--- src/rtl/riscv_icache_pkg.sv ---
// ---------------------------------------------------------------------------
// riscv_icache_pkg
//   Shared constants and types for the instruction-cache refill path.
//   - refill_state_e : 2-bit refill FSM encoding.
//   - REFILL_BEATS   : default number of bus beats per cache line.
//   - BEAT_OFF_W     : width of the byte offset appended to a block address.
//   - BEAT_SHIFT     : log2 of the bytes per beat (beat index -> byte offset).
// ---------------------------------------------------------------------------
package riscv_icache_pkg;

  typedef enum logic [1:0] {
    ST_IDLE = 2'd0,
    ST_REQ  = 2'd1,
    ST_RESP = 2'd2,
    ST_DONE = 2'd3
  } refill_state_e;

  localparam int unsigned REFILL_BEATS = 4;
  localparam int unsigned BEAT_OFF_W   = 4;
  localparam int unsigned BEAT_SHIFT   = 2;

endpackage : riscv_icache_pkg

--- src/rtl/riscv_icache_refill.sv ---
// ---------------------------------------------------------------------------
// riscv_icache_refill
//   Fetches one cache line from memory as BEATS sequential bus beats and
//   hands the assembled line to the icache with a one-cycle ready pulse.
//
// Ports
//   i_riscv_refill_clk        : clock, rising edge
//   i_riscv_refill_rst        : asynchronous reset, active low
//   i_riscv_refill_rden       : line read request from the icache FSM
//   i_riscv_refill_block_addr : {tag,index} block address
//   o_riscv_refill_data_out   : assembled line (beat 0 in the low bits)
//   o_riscv_refill_ready      : line-complete pulse
//   o_riscv_refill_bus_req    : beat read request to memory
//   o_riscv_refill_bus_addr   : beat byte address {block_addr, beat*4}
//   i_riscv_refill_bus_gnt    : memory accepted the beat request
//   i_riscv_refill_bus_rvalid : beat read data valid
//   i_riscv_refill_bus_rdata  : beat read data
// ---------------------------------------------------------------------------
module riscv_icache_refill
  import riscv_icache_pkg::*;
#(
  parameter int unsigned DATA_WIDTH = 128,
  parameter int unsigned BUS_WIDTH  = 32,
  parameter int unsigned S_ADDR     = 23,
  parameter int unsigned BEATS      = DATA_WIDTH / BUS_WIDTH
) (
  input  logic                         i_riscv_refill_clk,
  input  logic                         i_riscv_refill_rst,
  input  logic                         i_riscv_refill_rden,
  input  logic [S_ADDR-1:0]            i_riscv_refill_block_addr,
  output logic [DATA_WIDTH-1:0]        o_riscv_refill_data_out,
  output logic                         o_riscv_refill_ready,
  output logic                         o_riscv_refill_bus_req,
  output logic [S_ADDR+BEAT_OFF_W-1:0] o_riscv_refill_bus_addr,
  input  logic                         i_riscv_refill_bus_gnt,
  input  logic                         i_riscv_refill_bus_rvalid,
  input  logic [BUS_WIDTH-1:0]         i_riscv_refill_bus_rdata
);

  localparam int unsigned BEAT_W = (BEATS > 1) ? $clog2(BEATS) : 1;
  localparam logic [BEAT_W-1:0] LAST_BEAT = BEAT_W'(BEATS - 1);

  refill_state_e         state_q, state_d;
  logic [S_ADDR-1:0]     addr_q,  addr_d;
  logic [BEAT_W-1:0]     beat_q,  beat_d;
  logic [DATA_WIDTH-1:0] line_q,  line_d;
  // Set for the IDLE cycle right after DONE: the icache has not yet presented
  // its next block address, so a still-high rden must not be sampled there.
  logic                  skip_q,  skip_d;

  logic [BEAT_OFF_W-1:0] beat_off;

  assign beat_off = BEAT_OFF_W'(beat_q) << BEAT_SHIFT;

  always_comb begin
    // NOTE: every signal written here gets a default first, so no path through
    // the case statement can leave one unassigned and infer a latch.
    state_d                 = state_q;
    addr_d                  = addr_q;
    beat_d                  = beat_q;
    line_d                  = line_q;
    skip_d                  = 1'b0;
    o_riscv_refill_ready    = 1'b0;
    o_riscv_refill_bus_req  = 1'b0;
    o_riscv_refill_bus_addr = '0;

    unique case (state_q)
      ST_IDLE: begin
        if (i_riscv_refill_rden && !skip_q) begin
          addr_d  = i_riscv_refill_block_addr;
          beat_d  = '0;
          state_d = ST_REQ;
        end
      end

      ST_REQ: begin
        o_riscv_refill_bus_req  = 1'b1;
        o_riscv_refill_bus_addr = {addr_q, beat_off};
        if (i_riscv_refill_bus_gnt) begin
          state_d = ST_RESP;
        end
      end

      ST_RESP: begin
        o_riscv_refill_bus_addr = {addr_q, beat_off};
        if (i_riscv_refill_bus_rvalid) begin
          line_d[beat_q*BUS_WIDTH +: BUS_WIDTH] = i_riscv_refill_bus_rdata;
          if (beat_q == LAST_BEAT) begin
            state_d = ST_DONE;
          end else begin
            beat_d  = beat_q + 1'b1;
            state_d = ST_REQ;
          end
        end
      end

      ST_DONE: begin
        o_riscv_refill_ready = 1'b1;
        skip_d               = 1'b1;
        state_d              = ST_IDLE;
      end

      default: state_d = ST_IDLE;
    endcase
  end

  // NOTE: state is updated with non-blocking assignments so every flop samples
  // the pre-edge value of its peers, independent of process ordering.
  always_ff @(posedge i_riscv_refill_clk or negedge i_riscv_refill_rst) begin
    if (!i_riscv_refill_rst) begin
      state_q <= ST_IDLE;
      addr_q  <= '0;
      beat_q  <= '0;
      // NOTE: the line register is wide but still reset, because the icache
      // must see an all-zero line after reset rather than stale contents.
      line_q  <= '0;
      skip_q  <= 1'b0;
    end else begin
      state_q <= state_d;
      addr_q  <= addr_d;
      beat_q  <= beat_d;
      line_q  <= line_d;
      skip_q  <= skip_d;
    end
  end

  assign o_riscv_refill_data_out = line_q;

endmodule : riscv_icache_refill

--- config.mk ---
export PLATFORM = sky130hd
export DESIGN_NAME = riscv_icache_refill
export DESIGN_NICKNAME = d
export VERILOG_FILES = /design/src/rtl/riscv_icache_pkg.sv /design/src/rtl/riscv_icache_refill.sv
export SDC_FILE = /design/constraint.sdc
export NUM_CORES = 1
export LEC_CHECK = 0
export CORE_UTILIZATION = 40
export CTS_CLUSTER_DIAMETER = 150
export DETAILED_ROUTE_END_ITERATION = 7
export PLACE_DENSITY = 0.69
export REMOVE_ABC_BUFFERS = 1
export SYNTH_ARGS = -nofsm -noshare
export SYNTH_HDL_FRONTEND = slang
export SYNTH_SLANG_ARGS = --single-unit
--- constraint.sdc ---
create_clock -name i_riscv_refill_clk -period 2.6 [get_ports i_riscv_refill_clk]
set_input_delay 0.39 -clock i_riscv_refill_clk [delete_from_list [all_inputs] [get_ports i_riscv_refill_clk]]
set_output_delay 0.39 -clock i_riscv_refill_clk [all_outputs]
set_load 0.005 [all_outputs]
* Word-level counts from Yosys, hierarchy flattened *
Cells that the tools add are included.
Widths: inputs -> output; s select.

operators by class
  add/sub/neg operators = 2
  equal/unequal tests = 8
  shifts and indexed selects = 2
  multiplexer cells = 13
  reductions and logical operators = 9

operators by type and width
  operator                   number
  $bwmux 128                 1
  $shift 32x34->128 const A  1
  $shiftx 32x34->128         1
  $neg 7->34                 1
  $mux 27                    1
  $mux 2                     7
  $ne 2x2->1 const B         4
  $pmux 2 s4                 1
  $eq 2x2->1 const B         3
  $pmux 2 s2                 1
  $reduce_and 2->1           2
  $reduce_and 4->1           1
  $reduce_and 3->1           1
  $add 2x1->2 const B        1
  $eq 2x1->1 const B         1
  $logic_not 2->1            1
  $mux 1                     2
  $reduce_bool 2->1          1
  $reduce_or 2->1            1
  $logic_and 1x1->1          1
  $logic_not 1->1            1

storage, ports and cells
  bits in registers = 156
  input port bits = 60
  output and inout bits = 157
  logic and storage cells = 39

* Longest topological paths before layout *
  depth after elaboration = 4
  mapped depth = 8
  mapped depth without buffers = 5

* Least setup slack after synthesis *
No wires, ideal clock.

  path type = register to register
  start point = register beat_q[0]
  end point = register line_q[41] (netlist: o_riscv_refill_data_out[41])
  data arrival time = 1.806 ns
  data required time = 2.479 ns
  slack = 0.673 ns
  stages on the path, launching flop included = 9
  clock period less this slack = 1.927 ns
  cell sequence = dfrtp_1 > buf_6 > inv_1 > ha_1 > nor2b_1 > and4_1 > buf_4 > buf_4 > a22o_1

on the way
  longest elaborated chain between the ends = 3
  elaborated cells between the ends (all ways) = 4
  classes of those cells = add/sub: 1; shift: 2; mux: 1

ends and longest elaborated chain
  element                                                         RTL line                    RTL
  start: declaration                                              riscv_icache_refill.sv:45   logic [BEAT_W-1:0] beat_q, beat_d;
  start signal: assignment                                        riscv_icache_refill.sv:121  beat_q <= beat_d;
  $neg 7->34 (*)                                                  riscv_icache_refill.sv:87   line_d[beat_q*BUS_WIDTH +: BUS_WIDTH] = i_riscv_refill_bus_rdata;
  $shiftx 32x34->128 / $shift 32x34->128 (equally long branches)  riscv_icache_refill.sv:87
  $bwmux 128 (*)                                                  riscv_icache_refill.sv:87
  end signal: assignment                                          riscv_icache_refill.sv:122  line_q <= line_d;
  end: declaration                                                riscv_icache_refill.sv:46   logic [DATA_WIDTH-1:0] line_q, line_d;

Mark *: on every way between the ends. The rest lies on a longest branch, timed or not.
A chain may end at the register's enable or synchronous reset.

* Worst setup path after layout *
  start point = register state_q[0]
  end point = output port o_riscv_refill_bus_addr[12]

on the way
  longest elaborated chain between the ends = 3
  elaborated cells between the ends (all ways) = 4
  classes of those cells = eq/ne: 2; mux: 1; reduce/logical: 1

ends and longest elaborated chain
  element                                          RTL line                    RTL
  start: declaration                               riscv_icache_refill.sv:43   refill_state_e state_q, state_d;
  start signal: assignment                         riscv_icache_refill.sv:119  state_q <= state_d;
  $eq 2x2->1 / $eq 2x1->1 (equally long branches)  riscv_icache_refill.sv:67   unique case (state_q)
  $reduce_or 2->1 (no source line) (*)             n/a
  $mux 27 (*)                                      riscv_icache_refill.sv:67
  end: declaration                                 riscv_icache_refill.sv:34   output logic [S_ADDR+BEAT_OFF_W-1:0] o_riscv_refill_bus_addr,

Marks and branches as above.

==> flow_summary.toml <==
[logic_synthesis]
ys_dominant_reg_cell = "dfrtp_1"
syn_avg_cell_area_um2 = 12.9
synthCells = 481
synthDistinctLibCells = 29
yosys_warnings = 0
synth_edf_count = 0
syn_area_um2 = 6180
ys_ff_latch = 156
synth-async-reset-ratio_pct = 100
ys_seq_area_share_pct = 63.2

[die]
core_area_um2 = 15100
start_util_pct = 40.8
die-area_um2 = 16000
row_count = 45
die_x_um = 126
ios = 217
die_h_um = 126

[detailed_routing]
via_per_inst = 5.24
via_count = 4734
routed_wl_mm = 16.8
wl_per_cell_um = 18.6
dr.pass1.iters = 4
antenna_left = 0
drcViolationCount = 0
drt_iter0_markers = 315

[layout]
drive_above_1_share_pct = 11.0
diodes = 0
layout_commonest_cell = "clkdlybuf4s50_1"
nFillCells = 1186
area_delta_synth_final_pct = 47.7
postLayoutCellArea_um2 = 9130
final_cell_mix = "clkdlybuf4s50_1, dfrtp_1, a22o_1"
fin_nets = 774
fin_cells = 904

[sta]
fin_crit_ns = 2.41
finalSetupTns_ns = 0
finalCritPeriodShare_pct = 92.7
hold_viol = 0
maxSlewHeadroom_pct = 55.1
rsz0062_at_grt = "false"
slew_violations = 0
fin_skew_ns = 0.00683
worst_slew_pin_slew_ns = 0.674
finalSetupViolCount = 0
fmax_ghz = 0.415
fin_ws_ns = 0.190

[critical_path]
crit_path_end_kind = "output port"
critPathLaunchType = "flop"
r2r_start = "state_q[0]"
required_ns = 2.21
crit_type = "reg2out"
crit_path_max_fanout = 25
crit_end = "o_riscv_refill_bus_addr[12]"
startpoint = "state_q[0]"
r2r_end = "o_riscv_refill_data_out[13]"
worstPathArrival_ns = 2.02
r2r_cells = 6
rrSetupSlack_ns = 0.43

[clock_tree]
post_cts_buffers = 0
clk_latency_ns = 0.42
cts_tree = "done"
clock-sinks = 156
cts_buffer_depth = 2
cts_root_buf = "clkbuf_16"
cts_inserted_buffers = 17
clkTransAtPathRegs_ns = 0.06
htreeDepth = 4

[placement]
portBuffers = 214
gp_congestion = 0.783
pre_cts_ws_ns = 0.328
placed_cell_area_um2 = 8530
dp_hpwl_mm = 11.7
dp.cells = 871

[global_routing]
grt_pass1_wl_mm = 26.9
track_usage_pct = 22.0
antenna_found_initial = 0
gr-total-overflow = 0
grt_max_degree = 69
grt_pass1_vias = 4939

[worst_hold_path]
min_path_type = "reg2reg"

[power]
power_mw = 8.54
powerDensity_nw_per_um2 = 936
ir_worst_vdd_v = 0.000703
cellLeakagePower_nw = 3.98

[run]
maxCapViolations = 0

[run_status]
status = "completed"
==> registers in the layout, indices dropped and copies added (netlist names) <==
register                 cells
addr_q                      23
beat_q                       2
o_riscv_refill_data_out    128
skip_q                       1
state_q                      2
==> final cells by class <==
class	count	area [um^2]	area share, %
tap	188	235	2.58
sequential	156	3900	42.8
clock inverter	10	114	1.25
timing repair buffer	236	2320	25.5
multi-input combinational	288	2070	22.7
clock buffer	22	464	5.09
inverter	4	15.0	0.165
==> cells in the mapped netlist, drive strengths merged (2+ instances only) <==
library cell / n / area (um^2)
dfrtp: 156 / 3900
a22o: 90 / 788
nand2: 66 / 248
o21ai: 36 / 180
and2: 26 / 163
mux2: 24 / 270
buf: 18 / 153
clkbuf: 16 / 60.1
ha: 11 / 138
nand2b: 7 / 43.8
inv: 4 / 15.0
o2bb2ai: 4 / 35.0
nand4: 3 / 18.8
nor2b: 3 / 18.8
a21oi: 2 / 10.0
and4: 2 / 17.5
nand3: 2 / 10.0
nand3b: 2 / 15.0
nor2: 2 / 7.51
nor4b: 2 / 47.6
==> layer usage <==
metal  part of all wire (%)  routed length, um  track usage [%]
met3                    8.7               1470             7.68
met2                     47               7910             35.1
met1                     43               7250             28.3
met4                    1.3                217             6.59
met5                      0                  0                0
==> repair_timing <==
item / 4_1_cts / 5_1_grt
endpoints found under the hold margin: 8 / 0
resized for setup: 1 / 1
endpoints found under the setup margin: 25 / 25
hold buffers: 1 / 0
pin swaps: 0 / 0
==> power breakdown <==
| part | internal (mW) | switching (mW) | leakage, nW | total [mW] |
|---|---|---|---|---|
| clock network | 1.46 | 0.973 | 0.273 | 2.43 |
| logic | 1.78 | 1.14 | 1.61 | 2.92 |
| registers | 2.91 | 0.275 | 2.10 | 3.18 |
| total | 6.15 | 2.39 | 3.98 | 8.54 |
==> metrics by stage <==
step / hold slack (ns) / utilization [%]
2_1_floorplan: 0.0944 / -
3_3_place_gp: 0.430 / 56.3
3_5_place_dp: 0.442 / 56.3
5_1_grt: 0.513 / 60.3
6_report: 0.478 / 60.3
4_1_cts: 0.482 / 60.2
==> logic make-up after synthesis <==
kind of cell	Yosys count	share of synthesized area, %
other cells	1	0.0607
simple gates	115	9.53
fa+ha+maj	11	2.23
mux	25	4.53
compound gates	135	16.8
flops	156	63.2
buf+inv	38	3.68
==> critical path: stages (launching register included) <==
cell	delay [ns]
dfrtp_1	0.38
inv_1	0.13
ha_4	0.41
and2_1	0.17
clkdlybuf4s50_1	0.50
==> worst min-delay path by stage <==
stage	from	to	slack [ns]	cells after the start
2_1_floorplan	i_riscv_refill_rst	addr_q[0]	0.09	0
3_3_place_gp	i_riscv_refill_rst	o_riscv_refill_data_out[29]	0.43	1
3_5_place_dp	i_riscv_refill_rst	o_riscv_refill_data_out[61]	0.44	1
4_1_cts	o_riscv_refill_data_out[75]	o_riscv_refill_data_out[75]	0.48	2
5_1_grt	o_riscv_refill_data_out[76]	o_riscv_refill_data_out[76]	0.51	2
6_report	o_riscv_refill_data_out[82]	o_riscv_refill_data_out[82]	0.48	2
Power figures use the tool's default switching activity.
==> edit (config.mk and constraints unchanged) <==
Set the parameter `BUS_WIDTH` to 128 (it was 32).
--- a/src/rtl/riscv_icache_refill.sv
+++ b/src/rtl/riscv_icache_refill.sv
@@ -20,7 +20,7 @@
   import riscv_icache_pkg::*;
 #(
   parameter int unsigned DATA_WIDTH = 128,
-  parameter int unsigned BUS_WIDTH  = 32,
+  parameter int unsigned BUS_WIDTH  = 128,
   parameter int unsigned S_ADDR     = 23,
   parameter int unsigned BEATS      = DATA_WIDTH / BUS_WIDTH
 ) (
Interface: changed (resized i_riscv_refill_bus_rdata); port bits go from 217 to 313. No check against the original RTL was run, so the function may have changed too.
==> edit against the original RTL <==
Register-to-register slack improved by 0.30 ns; first-iteration DRC count fell by 55%; worst setup slack improved by 0.031 ns; utilization rose by 8.0 points; via count fell by 12%; area after synthesis fell by 3.5%; cell area rose by 8.7%; wire length fell by 7.0%; total power rose by 44%; combinational power rose by 86%; sequential cell count fell by 2; clock skew rose by 0.0037 ns; fmax rose by 1.3%.
==> edit: results (changes against the original RTL) <==
| Metric | Value |
|---|---|
| Status | finished clean (unchanged) |
| Pre-antenna DRT Iters | 5 (was 4) |
| Non-clock buffers | 316 (was 236) |
| Peak supply drop | 0.000576 V (was 0.000703 V) |
| WL met3 | 1780 um (was 1470 um) |
| Top cells by count, synth | dfrtp_1, mux2_2, and2_1, buf_2 (was dfrtp_1, a22o_1, nand2_1, o21ai_0, and2_1) |
| Worst-Margin Slew | 0.521 ns (was 0.674 ns) |
| Max-slew violation count | 0 (unchanged) |
| Met3 usage | 0.0939 (was 0.0768) |
| Vias in the first global route | 4265 (was 4939) |
| Nets | 846 (was 774) |
| Total track usage | 0.204 (was 0.220) |
| Multi-input logic area | 2010 sq um (was 2070 sq um) |
| Crit path from | state_q[1] (was state_q[0]) |
| Share of cells above drive strength 1 | 0.272 (was 0.110) |
| Non-Filler Instances | 879 (was 904) |
| PortBufs | 308 (was 214) |
| Synthesis-stage register bit count | 154 (was 156) |
| Cells after synthesis | 368 (was 481) |
| Vias per cell | 4.72 (was 5.24) |
| Pre-CTS setup slack | 0.345 ns (was 0.328 ns) |
| Area contributors post-synth | dfrtp_1, mux2_2, and2_1 (was dfrtp_1, a22o_1, mux2_2) |
| Post-synth cell types | 16 (was 29) |
| Static Leakage | 4.20 nW (was 3.98 nW) |
| DR WL met2 | 7920 um (was 7910 um) |
| Crit path arrival time | 1.99 ns (was 2.02 ns) |
| Multi-input gates | 191 (was 288) |
| Metal-1 WL | 5720 um (was 7250 um) |
| Clock skew | 0.0105 ns (was 0.00683 ns) |
| Setup slack after layout | 0.221 ns (was 0.190 ns) |
| First-pass GRT wire length | 22900 um (was 26900 um) |
| Fraction of area in registers | 0.388 (was 0.428) |
| Post-Route WL | 15700 um (was 16800 um) |
| GRT met2 Usage | 0.351 (about the same) |
| Crit path capture | o_riscv_refill_bus_addr[26] (was o_riscv_refill_bus_addr[12]) |
| Met1 Resource Use GR | 0.217 (was 0.283) |
| Signal buf overhead | 0.322 (was 0.255) |
| # fillers | 1092 (was 1186) |
| Routability cong. | 0.767 (was 0.783) |
| Critical R2R Capture | o_riscv_refill_data_out[99] (was o_riscv_refill_data_out[13]) |
| Layout clock area frac | 0.0622 (was 0.0633) |
| Post-DP HPWL | 11700 um (about the same) |
-- edit: cell count changes in the layout (fill, tap and decap cells not counted), sizes merged, moves of 5 or more --
cell,before,now
mux2,24,152
clkdlybuf4s50,213,307
a22o,90,0
nand2,66,1
o21ai,36,0
buf,22,8
nand2b,7,1
ha,11,6
-- edit: stage by stage --
step / power (W) / area, sq um
6_report: 0.0123 / 9920
5_1_grt: 0.0130 / 9920
4_1_cts: 0.0124 / 9910
3_5_place_dp: 0.00974 / 9280
3_3_place_gp: 0.00956 / 9280
2_1_floorplan: 0.00636 / 5860
-- edit: worst min-delay path by stage --
stage                             startpoint                          end  slack (ns)  cells after the start
after floorplan           i_riscv_refill_rst                    addr_q[0]        0.09                      0
after global placement    i_riscv_refill_rst  o_riscv_refill_data_out[38]        0.38                      1
after detailed placement  i_riscv_refill_rst  o_riscv_refill_data_out[36]        0.38                      1
after CTS                         addr_q[20]                   addr_q[20]        0.50                      1
after global routing              addr_q[20]                   addr_q[20]        0.51                      1
final                             addr_q[20]                   addr_q[20]        0.49                      1
-- edit: logic make-up after synthesis --
| kind of cell | after synthesis | synth area share |
|---|---|---|
| AO/OA/AOI/OAI | 1 | 0.00168 |
| adder cells (fa/ha/maj) | 6 | 0.0126 |
| buffers and inverters | 26 | 0.0231 |
| flip-flops | 154 | 0.646 |
| multiplexers | 153 | 0.289 |
| other | 1 | 0.000628 |
| AND/OR/NAND/NOR | 27 | 0.0277 |
-- edit: power by group --
part           switching [W]  internal [W]
Sequential          0.000598       0.00364
Clock               0.000920       0.00167
Combinational        0.00167       0.00377
Total                0.00319       0.00907
-- edit: critical path, cell delays in order, from the launching register on --
cell and delay [ns]:
dfrtp_1 0.40, inv_1 0.12, ha_4 0.40, and2_1 0.16, clkdlybuf4s50_1 0.50
